`src/rtl/button_event_decoder_pkg.sv`:
```
// Shared types and sizing helper for the button event decoder.
package button_event_pkg;

    typedef enum logic [2:0] {
        IDLE,
        PRESS1,
        GAP,
        PRESS2,
        LONG_HOLD
    } state_t;

    typedef struct packed {
        logic press;
        logic release_;
        logic short_;
        logic double_;
        logic long_;
        logic repeat_;
    } event_t;

    function automatic int unsigned cnt_width(input int unsigned long_c,
                                              input int unsigned gap_c,
                                              input int unsigned rep_c);
        int unsigned m;
        m = long_c;
        if (gap_c > m) m = gap_c;
        if (rep_c > m) m = rep_c;
        return $clog2(m) + 1;
    endfunction

endpackage

```
`src/rtl/button_event_decoder_edge.sv`:
```
// Registers the debounced level and derives its rising/falling edges against the registered copy.
module level_edge_detector (
    input  logic clk_i,
    input  logic a_rst_n_i,
    input  logic level_i,
    output logic level_q_o,
    output logic rise_o,
    output logic fall_o
);

    logic level_q;

    always_ff @(posedge clk_i or negedge a_rst_n_i) begin
        if (!a_rst_n_i) level_q <= 1'b0;
        else            level_q <= level_i;
    end

    assign level_q_o = level_q;
    assign rise_o    = level_i & ~level_q;
    assign fall_o    = ~level_i & level_q;

endmodule

```
`src/rtl/button_event_decoder.sv`:
```
// Turns a debounced button level into press/release/short/double/long event pulses.
// Optional auto-repeat while held after a long press: define BUTTON_EVENT_DECODER_REPEAT_EN.
module button_event_decoder
    import button_event_pkg::*;
#(
    parameter int unsigned LONG_CYCLES   = 50_000_000,
    parameter int unsigned GAP_CYCLES    = 12_500_000,
    parameter int unsigned REPEAT_CYCLES = 10_000_000
) (
    input  logic clk_i,
    input  logic a_rst_n_i,
    input  logic level_i,
    output logic pressed_o,
    output logic press_o,
    output logic release_o,
    output logic short_o,
    output logic double_o,
    output logic long_o,
    output logic repeat_o
);

    localparam int unsigned CW = cnt_width(LONG_CYCLES, GAP_CYCLES, REPEAT_CYCLES);
    localparam logic [CW-1:0] LONG_LAST = CW'(LONG_CYCLES - 1);
    localparam logic [CW-1:0] GAP_LAST  = CW'(GAP_CYCLES - 1);
`ifdef BUTTON_EVENT_DECODER_REPEAT_EN
    localparam logic [CW-1:0] REP_LAST  = CW'(REPEAT_CYCLES);
`endif

    logic          level_q;
    logic          rise;
    logic          fall;
    state_t        state_q, state_d;
    logic [CW-1:0] cnt_q, cnt_d;
    logic [CW-1:0] cnt_inc;
    logic          restart;
    event_t        ev_q, ev_d;

    level_edge_detector u_edge (
        .clk_i     (clk_i),
        .a_rst_n_i (a_rst_n_i),
        .level_i   (level_i),
        .level_q_o (level_q),
        .rise_o    (rise),
        .fall_o    (fall)
    );

    // Saturating increment: the counter parks at all-ones instead of wrapping.
    assign cnt_inc = (cnt_q == '1) ? cnt_q : cnt_q + 1'b1;

    always_comb begin
        state_d     = state_q;
        restart     = 1'b0;
        ev_d        = '0;
        ev_d.press    = rise;
        ev_d.release_ = fall;

        case (state_q)
            IDLE: begin
                if (rise) state_d = PRESS1;
            end
            PRESS1: begin
                if (fall) begin
                    state_d = GAP;
                end else if (level_i && cnt_q == LONG_LAST) begin
                    ev_d.long_ = 1'b1;
                    state_d    = LONG_HOLD;
                end
            end
            GAP: begin
                if (rise) begin
                    state_d = PRESS2;
                end else if (!level_i && cnt_q == GAP_LAST) begin
                    ev_d.short_ = 1'b1;
                    state_d     = IDLE;
                end
            end
            PRESS2: begin
                if (fall) begin
                    ev_d.double_ = 1'b1;
                    state_d      = IDLE;
                end
            end
            LONG_HOLD: begin
                if (fall) begin
                    state_d = IDLE;
                end
`ifdef BUTTON_EVENT_DECODER_REPEAT_EN
                else if (level_i && cnt_q == REP_LAST) begin
                    ev_d.repeat_ = 1'b1;
                    restart      = 1'b1;
                end
`endif
            end
            default: state_d = IDLE;
        endcase

        // Every state entry (and each repeat) counts its triggering sample as the first one.
        cnt_d = (state_d != state_q || restart) ? CW'(1) : cnt_inc;
    end

    always_ff @(posedge clk_i or negedge a_rst_n_i) begin
        if (!a_rst_n_i) begin
            state_q <= IDLE;
            cnt_q   <= '0;
            ev_q    <= '0;
        end else begin
            state_q <= state_d;
            cnt_q   <= cnt_d;
            ev_q    <= ev_d;
        end
    end

    assign pressed_o = level_q;
    assign press_o   = ev_q.press;
    assign release_o = ev_q.release_;
    assign short_o   = ev_q.short_;
    assign double_o  = ev_q.double_;
    assign long_o    = ev_q.long_;
    assign repeat_o  = ev_q.repeat_;

endmodule

```
`config.mk`:
```
export PLATFORM = sky130hd
export DESIGN_NAME = button_event_decoder
export DESIGN_NICKNAME = d
export VERILOG_FILES = /design/src/rtl/button_event_decoder_pkg.sv /design/src/rtl/button_event_decoder_edge.sv /design/src/rtl/button_event_decoder.sv
export SDC_FILE = /design/constraint.sdc
export NUM_CORES = 1
export LEC_CHECK = 0
export CORE_UTILIZATION = 50
export DETAILED_ROUTE_END_ITERATION = 6
export PLACE_DENSITY = 0.71
export SLEW_MARGIN = 20
export SYNTH_ARGS = -nofsm -noshare
export SYNTH_HDL_FRONTEND = slang
export SYNTH_SLANG_ARGS = --single-unit
export TNS_END_PERCENT = 100
```
`constraint.sdc`:
```
create_clock -name clk_i -period 2 [get_ports clk_i]
set_clock_uncertainty 0.05 [all_clocks]
set_input_delay 0.2 -clock clk_i [delete_from_list [all_inputs] [get_ports clk_i]]
set_output_delay 0.2 -clock clk_i [all_outputs]
set_load 0.03 [all_outputs]
```
After elaboration in Yosys (flattened, before gate mapping)
Cells that the tools add are included.
{"block": "totals", "n_memories": 0, "out_inout_bits": 7, "register_bits": 36, "latch_bits": 0, "elab_cells": 44, "ram_bits": 0, "in_bits": 3, "romBits": 0}
{"block": "classes", "reduce_logical": 5, "div": 0, "n_eq_ne": 9, "magnitude_cmp": 0, "n_mux": 17, "bitwise_logic": 4, "add_sub_neg": 1, "shifts": 0, "multipliers": 0}
{"operator": "$mux W27", "n": 2}
{"operator": "$add A27 B1 Y27 const B", "n": 1}
{"operator": "$eq A27 B24 Y1 const B", "n": 1}
{"operator": "$eq A27 B26 Y1 const B", "n": 1}
{"operator": "$eq A27 B27 Y1 const B", "n": 1}
{"operator": "$mux W3", "n": 6}
{"operator": "$pmux W3 S4", "n": 1}
{"operator": "$mux W1", "n": 8}
{"operator": "$eq A3 B2 Y1 const B", "n": 2}
{"operator": "$eq A3 B1 Y1 const B", "n": 1}
{"operator": "$eq A3 B3 Y1 const B", "n": 1}
{"operator": "$logic_not A3 Y1", "n": 1}
{"operator": "$ne A3 B3 Y1", "n": 1}
{"operator": "$and A1 B1 Y1", "n": 2}
{"operator": "$logic_and A1 B1 Y1", "n": 2}
{"operator": "$ne A2 B1 Y1 const B", "n": 1}
{"operator": "$not A1 Y1", "n": 2}
{"operator": "$reduce_or A2 Y1", "n": 1}
{"operator": "$logic_not A1 Y1", "n": 1}

Depth between registers and ports, before layout
Gate-level depths: netlist of the first run.
{"block": "logic_depth", "ltp_word": 7, "mapped_depth": 9, "depth_no_buf": 6}

Cells and area by module
A second synthesis of the first run with hierarchy kept.
{"block": "unflattened", "hier_cells": 228, "area_unflattened_um2": 2119.5}
{"mod": "button_event_decoder", "cells_per_inst": 225, "seq_area_each_um2": 875.8, "instances": 1, "area_per_inst_um2": 2079.5}
{"mod": "level_edge_detector", "cells_per_inst": 3, "seq_area_each_um2": 25.0, "instances": 1, "area_per_inst_um2": 40.0}

Least setup slack after synthesis of the first run
No wires, ideal clock.
{"block": "synth_timing", "path_kind": "reg-to-reg", "startpoint": "reg cnt_q[7]", "endpoint": "reg cnt_q[19]", "required_ps": 1829, "path_stages_with_launch": 8, "path_slack_ps": -147, "arrival_time_ps": 1976, "synth_period_minus_slack_ps": 2147, "path_cell_list": "dfrtp_1 -> or4b_1 -> nor4_1 -> nor4b_2 -> a211o_1 -> buf_4 -> buf_2 -> nor2_1"}
{"block": "synth_between", "elab_chain_len": 7, "word_cells_on_any_way": 15, "cone_classes": "1 x add/sub; 5 x eq/ne; 7 x mux; 2 x reduce/logical"}
{"item": "start, declared", "line_no": "button_event_decoder.sv:33", "source": "logic [CW-1:0] cnt_q, cnt_d;"}
{"item": "start signal, assigned", "line_no": "button_event_decoder.sv:108", "source": "cnt_q <= cnt_d;"}
{"item": "$eq A27 B24 Y1 / $eq A27 B26 Y1 (equally long branches)", "line_no": "button_event_decoder.sv:72, button_event_decoder.sv:64"}
{"item": "$logic_and A1 B1 Y1 (on tied branches)", "line_no": "button_event_decoder.sv:72, button_event_decoder.sv:64"}
{"item": "$mux W3 (on tied branches)", "line_no": "button_event_decoder.sv:72, button_event_decoder.sv:64"}
{"item": "$mux W3 (on tied branches)", "line_no": "button_event_decoder.sv:70, button_event_decoder.sv:62"}
{"item": "$pmux W3 S4", "line_no": "button_event_decoder.sv:57", "source": "case (state_q)"}
{"item": "$ne A3 B3 Y1", "line_no": "button_event_decoder.sv:98", "source": "cnt_d = (state_d != state_q || restart) ? CW'(1) : cnt_inc;"}
{"item": "$ne A2 B1 Y1 (no line) / $mux W27 (equally long branches)"}
Several ways; a longest one is shown, not always the timed one. The select of a mux whose other input is x is not followed.
A chain may end at the register's enable or synchronous reset.

Worst setup path after layout of the first run
{"block": "layout_timing", "startpoint": "reg cnt_q[8]", "endpoint": "reg cnt_q[14]"}
Same word-level chain as after synthesis.

==> run_results.csv, run 1 <==
group,metric,value,unit
outcome,status,"finished with violations",
outcome,violations_in_the_final_reports,"negative setup slack",
logic_synthesis,yosysUniqueCellTypes,47,
critical_path,crit_arrival,2.20,ns
logic_synthesis,post-synth-top-count-cell,"dfrtp_1",
timing,achievable-frequency,0.482,GHz
layout,nets,277,
floorplan,core.rowCount,22,
detailed_routing,post-route-drc-count,0,
grt,grt_pass1_vias,1899,
pwr,power_density,652,mW/mm^2
detailed_routing,route.vias.total,1959,
detailed_routing,detailedRoute.firstPassIterationCount,5,
grt,groute.usage.overall,28.7,%
layout,synthToLayoutAreaGrowth,35.8,%
timing,timing.max_slew.rel_slack,56.0,%
logic_synthesis,ys_warn_count,0,
grt,grt_antenna_before_repair,0,
detailed_routing,route.antenna.remaining_nets,0,
logic_synthesis,ys_top_cells_by_area,"dfrtp_1, xnor2_1, nor2_1",
critical_path,timing.critical_path.slowest_cell_delay,0.42,ns
placement,gp_congestion,0.909,
layout,ant_diodes,0,
logic_synthesis,post_synth_inst_count,214,
floorplan,floorplan.die.width,65.5,um
logic_synthesis,netlist.area_leader.share,44.7,%
critical_path,worstSetupStartpointType,"register",
layout,final_layout_size_suffix_gt1_share,30.3,%
detailed_routing,finalWirelength,5690,um
logic_synthesis,synth_fp_nets,218,
timing,fin_crit_sh,104,%
logic_synthesis,synth_top_area_cell,"dfrtp_1",
detailed_routing,detail_route.wl_per_cell,17.7,um
placement,place_hpwl,3900,um
logic_synthesis,synth-edff-count,0,
timing,finalHoldViolations,0,
grt,globalRouteOverflowTotal,0,
clock_network,clk_latency,0.29,ns
logic_synthesis,postSynthRegisterBits,36,
pwr,cellLeakagePower,1.18,nW
logic_synthesis,synth_flop_cell,"dfrtp_1",
clock_network,cts_made_buffers,5,
clock_network,cts_tree,"done",
placement,port_buffers,8,
critical_path,crit_buf_inv,3,
timing,maxSlewViolCount,0,
clock_network,clock_sink_count,36,
job,max_cap_violations,0,
hold_path,worstHoldPathType,"in2async",
floorplan,floorplan.die.height,65.5,um
logic_synthesis,ys_seq_area_share,44.7,%
floorplan,fp.dieArea,0.00429,mm^2
clock_network,clock_pin_transition_on_the_worst_setup_and_hold_timing_paths,0.07,ns
layout,final_core_area_utilization,72.6,%
timing,transition_time_at_the_pin_with_the_least_slew_margin,0.644,ns
detailed_routing,drt_first_iter_violations,145,
critical_path,timing.critical_path.required,2.13,ns
clock_network,cts.path.max_buffers,2,
critical_path,end_kind,"register",
grt,grt_start_max_net_pins,37,
timing,timing.final.crit_period,2.08,ns
critical_path,timing.critical_path.fanout_max,13,
critical_path,critPathSlowestCell,"or3_4",
clock_network,root_buffer,"clkbuf_8",
pwr,power,1.78,mW
logic_synthesis,syn_area_per_cell,9.42,um^2
floorplan,core_area,0.00377,mm^2
floorplan,ios,10,
critical_path,critical-path-top-cell-by-count,"buf_4",
logic_synthesis,mappedNetlistArea,0.00202,mm^2
grt,grt_first_pass_wirelength,9020,um
critical_path,path_cells,"or3_4 > buf_4 > nor4_2 > and4_1 > a211o_1 > buf_4 > buf_16 > nor2_1",
timing,grt_setup_unrepaired,"true",
timing,worst_slack,-0.0755,ns
detailed_routing,viasPerCell,6.08,
clock_network,htree_num_levels,2,
placement,preCtsSetupSlack,-0.266,ns
logic_synthesis,post_synth_most_frequent_cells,"dfrtp_1, nor2_1, a21oi_1, nand2_1, xnor2_1",
critical_path,critPathTopFamily,"simple AND/OR/NAND/NOR gates",
logic_synthesis,asyncSetResetFlopFracSynth,100,%
critical_path,timing.setup.critical_path_class,"reg2reg",
pwr,vdd_drop_max,539,uV
floorplan,start_util,53.5,%
timing,setup_viol_count_final,27,
cells by family (layout without fill, tap and decap cells):
kind of cell	count (synthesis)	in the layout	share of synthesized area [%]
compound gates	43	43	14.2
fa+ha+maj	1	1	0.620
other cells	1	1	0.186
flops	36	36	44.7
xor+xnor	14	14	6.08
simple gates	100	100	29.2
buf+inv	18	78	4.53
mux	1	1	0.496
flip-flops by register name (all words and copies together), names as in the netlist:
name and cells:
press_o 1, cnt_q 27, state_q 3, long_o 1
u_edge.level_q_o 1, short_o 1, release_o 1, double_o 1
path summary, 6_finish.rpt:
kind,from,endpoint,slack (ns),depth (start not counted)
worst max-delay path,cnt_q[8]$_DFFE_PN0P_,cnt_q[14]$_DFFE_PN0P_,-0.08,8
worst min-delay path,a_rst_n_i,cnt_q[4]$_DFFE_PN0P_,0.28,2
worst max register to register,cnt_q[8]$_DFFE_PN0P_,cnt_q[14]$_DFFE_PN0P_,-0.08,8
worst min register to register,cnt_q[21]$_DFFE_PN0P_,cnt_q[21]$_DFFE_PN0P_,0.54,2
max in group asynchronous,a_rst_n_i,cnt_q[6]$_DFFE_PN0P_,1.27,2
min in group clk_i,level_i,u_edge.level_q_o$_DFF_PN0_,0.49,2
routing by layer:
layer | share of wire, % | GRT usage [%]
met4 | 2.3 | 10.9
met3 | 4.8 | 4.86
met1 | 42 | 36.0
met5 | 0 | 0
met2 | 51 | 49.4
worst register-to-register path, delay by kind of cell, from the launching register on:
| family | cells | cell delay (ns) |
|---|---|---|
| buffers and inverters | 3 | 0.44 |
| flip-flops | 1 | 0.40 |
| AO/OA/AOI/OAI | 1 | 0.12 |
| AND/OR/NAND/NOR | 4 | 0.96 |
placed cells by master, fill, tap and decap left out, drive strengths merged, types with 7 or more instances in the layout:
cell type      instances
nor2                  23
nand3                 10
buf                   58
nand4                 10
a21oi                 14
clkdlybuf4s50          8
clkbuf                 7
or4                    7
xnor2                 12
nand2                 14
dfrtp                 36
o31ai                  7
metrics by stage:
| step | instances | TNS (ns) | hold WS [ns] | cell area, um^2 |
|---|---|---|---|---|
| 2_1_floorplan | 214 | -0.00301 | -0.146 | 2040 |
| 5_1_grt | 322 | -2.93 | 0.327 | 2740 |
| 4_1_cts | 320 | -0.807 | 0.301 | 2680 |
| 3_3_place_gp | 307 | -4.93 | 0.483 | 2490 |
| 3_5_place_dp | 307 | -6.86 | 0.507 | 2490 |
| 6_report | 322 | -1.69 | 0.284 | 2740 |
area by class of cell:
| cell class | count | area (um^2) |
|---|---|---|
| Inverter | 4 | 15.0 |
| Tap cell | 48 | 60.1 |
| Fill cell | 257 | 1030 |
| Clock buffer | 7 | 76.3 |
| Clock inverter | 1 | 5.00 |
| Timing Repair Buffer | 66 | 561 |
| Sequential cell | 36 | 903 |
| Multi-Input combinational cell | 160 | 1120 |
timing repair:
item	4_1_cts	5_1_grt
gates cloned	1	0
resized for setup	9	9
buffers inserted	4	3
hold buffers	0	0
pin swaps	2	3
endpoints found under the setup margin	28	29
power by group:
| group | total, mW | switching, mW | internal [mW] | leakage (nW) |
|---|---|---|---|---|
| sequential | 0.854 | 0.0676 | 0.786 | 0.484 |
| combinational | 0.442 | 0.244 | 0.198 | 0.654 |
| clock | 0.489 | 0.245 | 0.244 | 0.0422 |
Note: power is estimated with default switching activity, not from simulation.
==> run 2: changes to the inputs <==
- RECOVER_POWER: not set -> 100
==> run_results.csv, run 2 (synthesized netlist as in run 1, its figures left out) <==
group,metric,value,unit
outcome,status,"finished with violations",
outcome,violations_in_the_final_reports,"negative setup slack",
floorplan,floorplan.die.height,65.5,um
critical_path,timing.setup.critical_path_class,"reg2reg",
timing,finalHoldViolations,0,
clock_network,htree_num_levels,2,
detailed_routing,met1_length,2350,um
detailed_routing,detailedRoute.firstPassIterationCount,5,
grt,grt_first_pass_wirelength,9020,um
placement,port_buffers,8,
pwr,power_density,651,mW/mm^2
pwr,cellLeakagePower,1.19,nW
floorplan,core.rowCount,22,
placement,place_area,0.00249,mm^2
timing,achievable-frequency,0.482,GHz
timing,transition_time_at_the_pin_with_the_least_slew_margin,0.912,ns
detailed_routing,detail_route.wl_per_cell,17.6,um
detailed_routing,top_signal_layer_used,"met4",
detailed_routing,finalWirelength,5670,um
detailed_routing,post-route-drc-count,0,
layout,layout.cells.most_common_list,"buf_4, dfrtp_1, nor2_1",
pwr,p_sw_share,31.2,%
pwr,power.combinational.fraction,24.7,%
layout,layout.cells.most_common,"buf_4",
placement,place_hpwl,3900,um
clock_network,cts_made_buffers,5,
pwr,power.net_switching,0.556,mW
grt,grt_antenna_before_repair,0,
clock_network,root_buffer,"clkbuf_8",
layout,final_layout_size_suffix_gt1_share,30.3,%
detailed_routing,route.antenna.remaining_nets,0,
timing,setup_viol_count_final,27,
timing,maxSlewViolCount,0,
critical_path,timing.critical_path.required,2.12,ns
floorplan,floorplan.die.width,65.5,um
layout,layout.filler_cells,258,
job,max_cap_violations,0,
placement,preCtsSetupSlack,-0.266,ns
timing,timing.final.crit_period,2.07,ns
layout,layout_top_registers,"cnt_q (27), state_q (3)",
clock_network,clock_pin_transition_on_the_worst_setup_and_hold_timing_paths,0.07,ns
timing,timing.max_slew.rel_slack,39.2,%
clock_network,cts_tree,"done",
clock_network,cts.path.max_buffers,2,
floorplan,core_area,0.00377,mm^2
detailed_routing,route.vias.total,1973,
layout,ant_diodes,0,
floorplan,start_util,53.5,%
clock_network,clock_sink_count,36,
timing,grt_setup_unrepaired,"true",
grt,grt_pass1_vias,1899,
grt,groute.usage.overall,28.7,%
layout,max_flop_register,"cnt_q",
clock_network,clk_latency,0.28,ns
pwr,power,1.78,mW
layout,final_core_area_utilization,72.6,%
layout,largest_register_ffs,27,
pwr,seq_power_share,47.9,%
pwr,pwr-share-clk,27.4,%
detailed_routing,routed-wl-met2,2890,um
layout,synthToLayoutAreaGrowth,35.7,%
grt,grt_start_max_net_pins,37,
critical_path,worstSetupStartpointType,"register",
timing,fin_crit_sh,104,%
timing,setup_tns,-1.59,ns
detailed_routing,routed-wl-met3,296,um
critical_path,end_kind,"register",
timing,worst_slack,-0.0739,ns
hold_path,worstHoldPathType,"in2reg",
floorplan,ios,10,
placement,gp_congestion,0.909,
clock_network,hold_buffers,0,
pwr,vdd_drop_max,537,uV
detailed_routing,viasPerCell,6.13,
floorplan,fp.dieArea,0.00429,mm^2
pwr,intPower,1.23,mW
critical_path,crit_arrival,2.20,ns
grt,globalRouteOverflowTotal,0,
layout,nets,277,
detailed_routing,drt_first_iter_violations,118,
critical_path,timing.critical_path.fanout_max,13,
layout,fin_area,0.00274,mm^2
-- run 2: cell count changes in the layout (fill, tap and decap cells not counted) --
cell / delta
dlygate4sd3_1: +7
clkbuf_4: +1
clkdlybuf4s50_1: -7
buf_4: -2
clkbuf_2: +1
-- run 2: final timing paths --
check	slack (ns)	end	depth (start not counted)	startpoint
max in group asynchronous	0.76	cnt_q[6]$_DFFE_PN0P_	2	a_rst_n_i
min	0.49	u_edge.level_q_o$_DFF_PN0_	2	level_i
max reg2reg	-0.07	cnt_q[14]$_DFFE_PN0P_	8	cnt_q[8]$_DFFE_PN0P_
min in group asynchronous	0.52	cnt_q[4]$_DFFE_PN0P_	2	a_rst_n_i
min reg2reg	0.54	cnt_q[21]$_DFFE_PN0P_	2	cnt_q[21]$_DFFE_PN0P_
max	-0.07	cnt_q[14]$_DFFE_PN0P_	8	cnt_q[8]$_DFFE_PN0P_
-- run 2: area by class of cell --
type / count / area (um^2) / share of cell area, %
Multi-Input combinational cell: 160 / 1120 / 40.9
Tap cell: 48 / 60.1 / 2.19
Sequential cell: 36 / 903 / 33.0
Inverter: 4 / 15.0 / 0.549
Timing Repair Buffer: 66 / 558 / 20.4
Clock inverter: 1 / 5.00 / 0.183
Clock buffer: 7 / 76.3 / 2.79
-- run 2: critical path, stage by stage, from the launching register on --
cell and delay [ns]:
dfrtp_1 0.40, or3_4 0.43, buf_4 0.16, nor4_2 0.24, and4_1 0.23, a211o_1 0.12, buf_4 0.14, buf_16 0.14
nor2_1 0.06
-- run 2: repair_timing --
action,in CTS,in global routing
pin swaps,2,3
cloned,1,0
setup buffers,4,3
gates resized for setup,9,9
setup endpoints to repair,28,29
-- run 2: metrics by stage --
step | hold slack [ns] | instances
2_1_floorplan | -0.146 | 214
3_3_place_gp | 0.483 | 307
3_5_place_dp | 0.507 | 307
4_1_cts | 0.301 | 320
5_1_grt | 0.513 | 322
6_report | 0.490 | 322
-- run 2: metal layers --
metal / vias up / global-route usage, %
met5: - / 0
met4: 0 / 10.9
met3: 17 / 4.86
met2: 83 / 49.4
met1: 957 / 36.0
li1: 916 / -
-- run 2: power by group through the flow --
| stage | Clock, mW | Combinational [mW] | Sequential [mW] |
|---|---|---|---|
| 2_1_floorplan | 0 | 0.221 | 0.852 |
| 3_3_place_gp | 0 | 0.360 | 0.850 |
| 3_5_place_dp | 0 | 0.380 | 0.855 |
| 4_1_cts | 0.492 | 0.423 | 0.850 |
| 5_1_grt | 0.514 | 0.475 | 0.860 |
| 6_report | 0.488 | 0.440 | 0.853 |
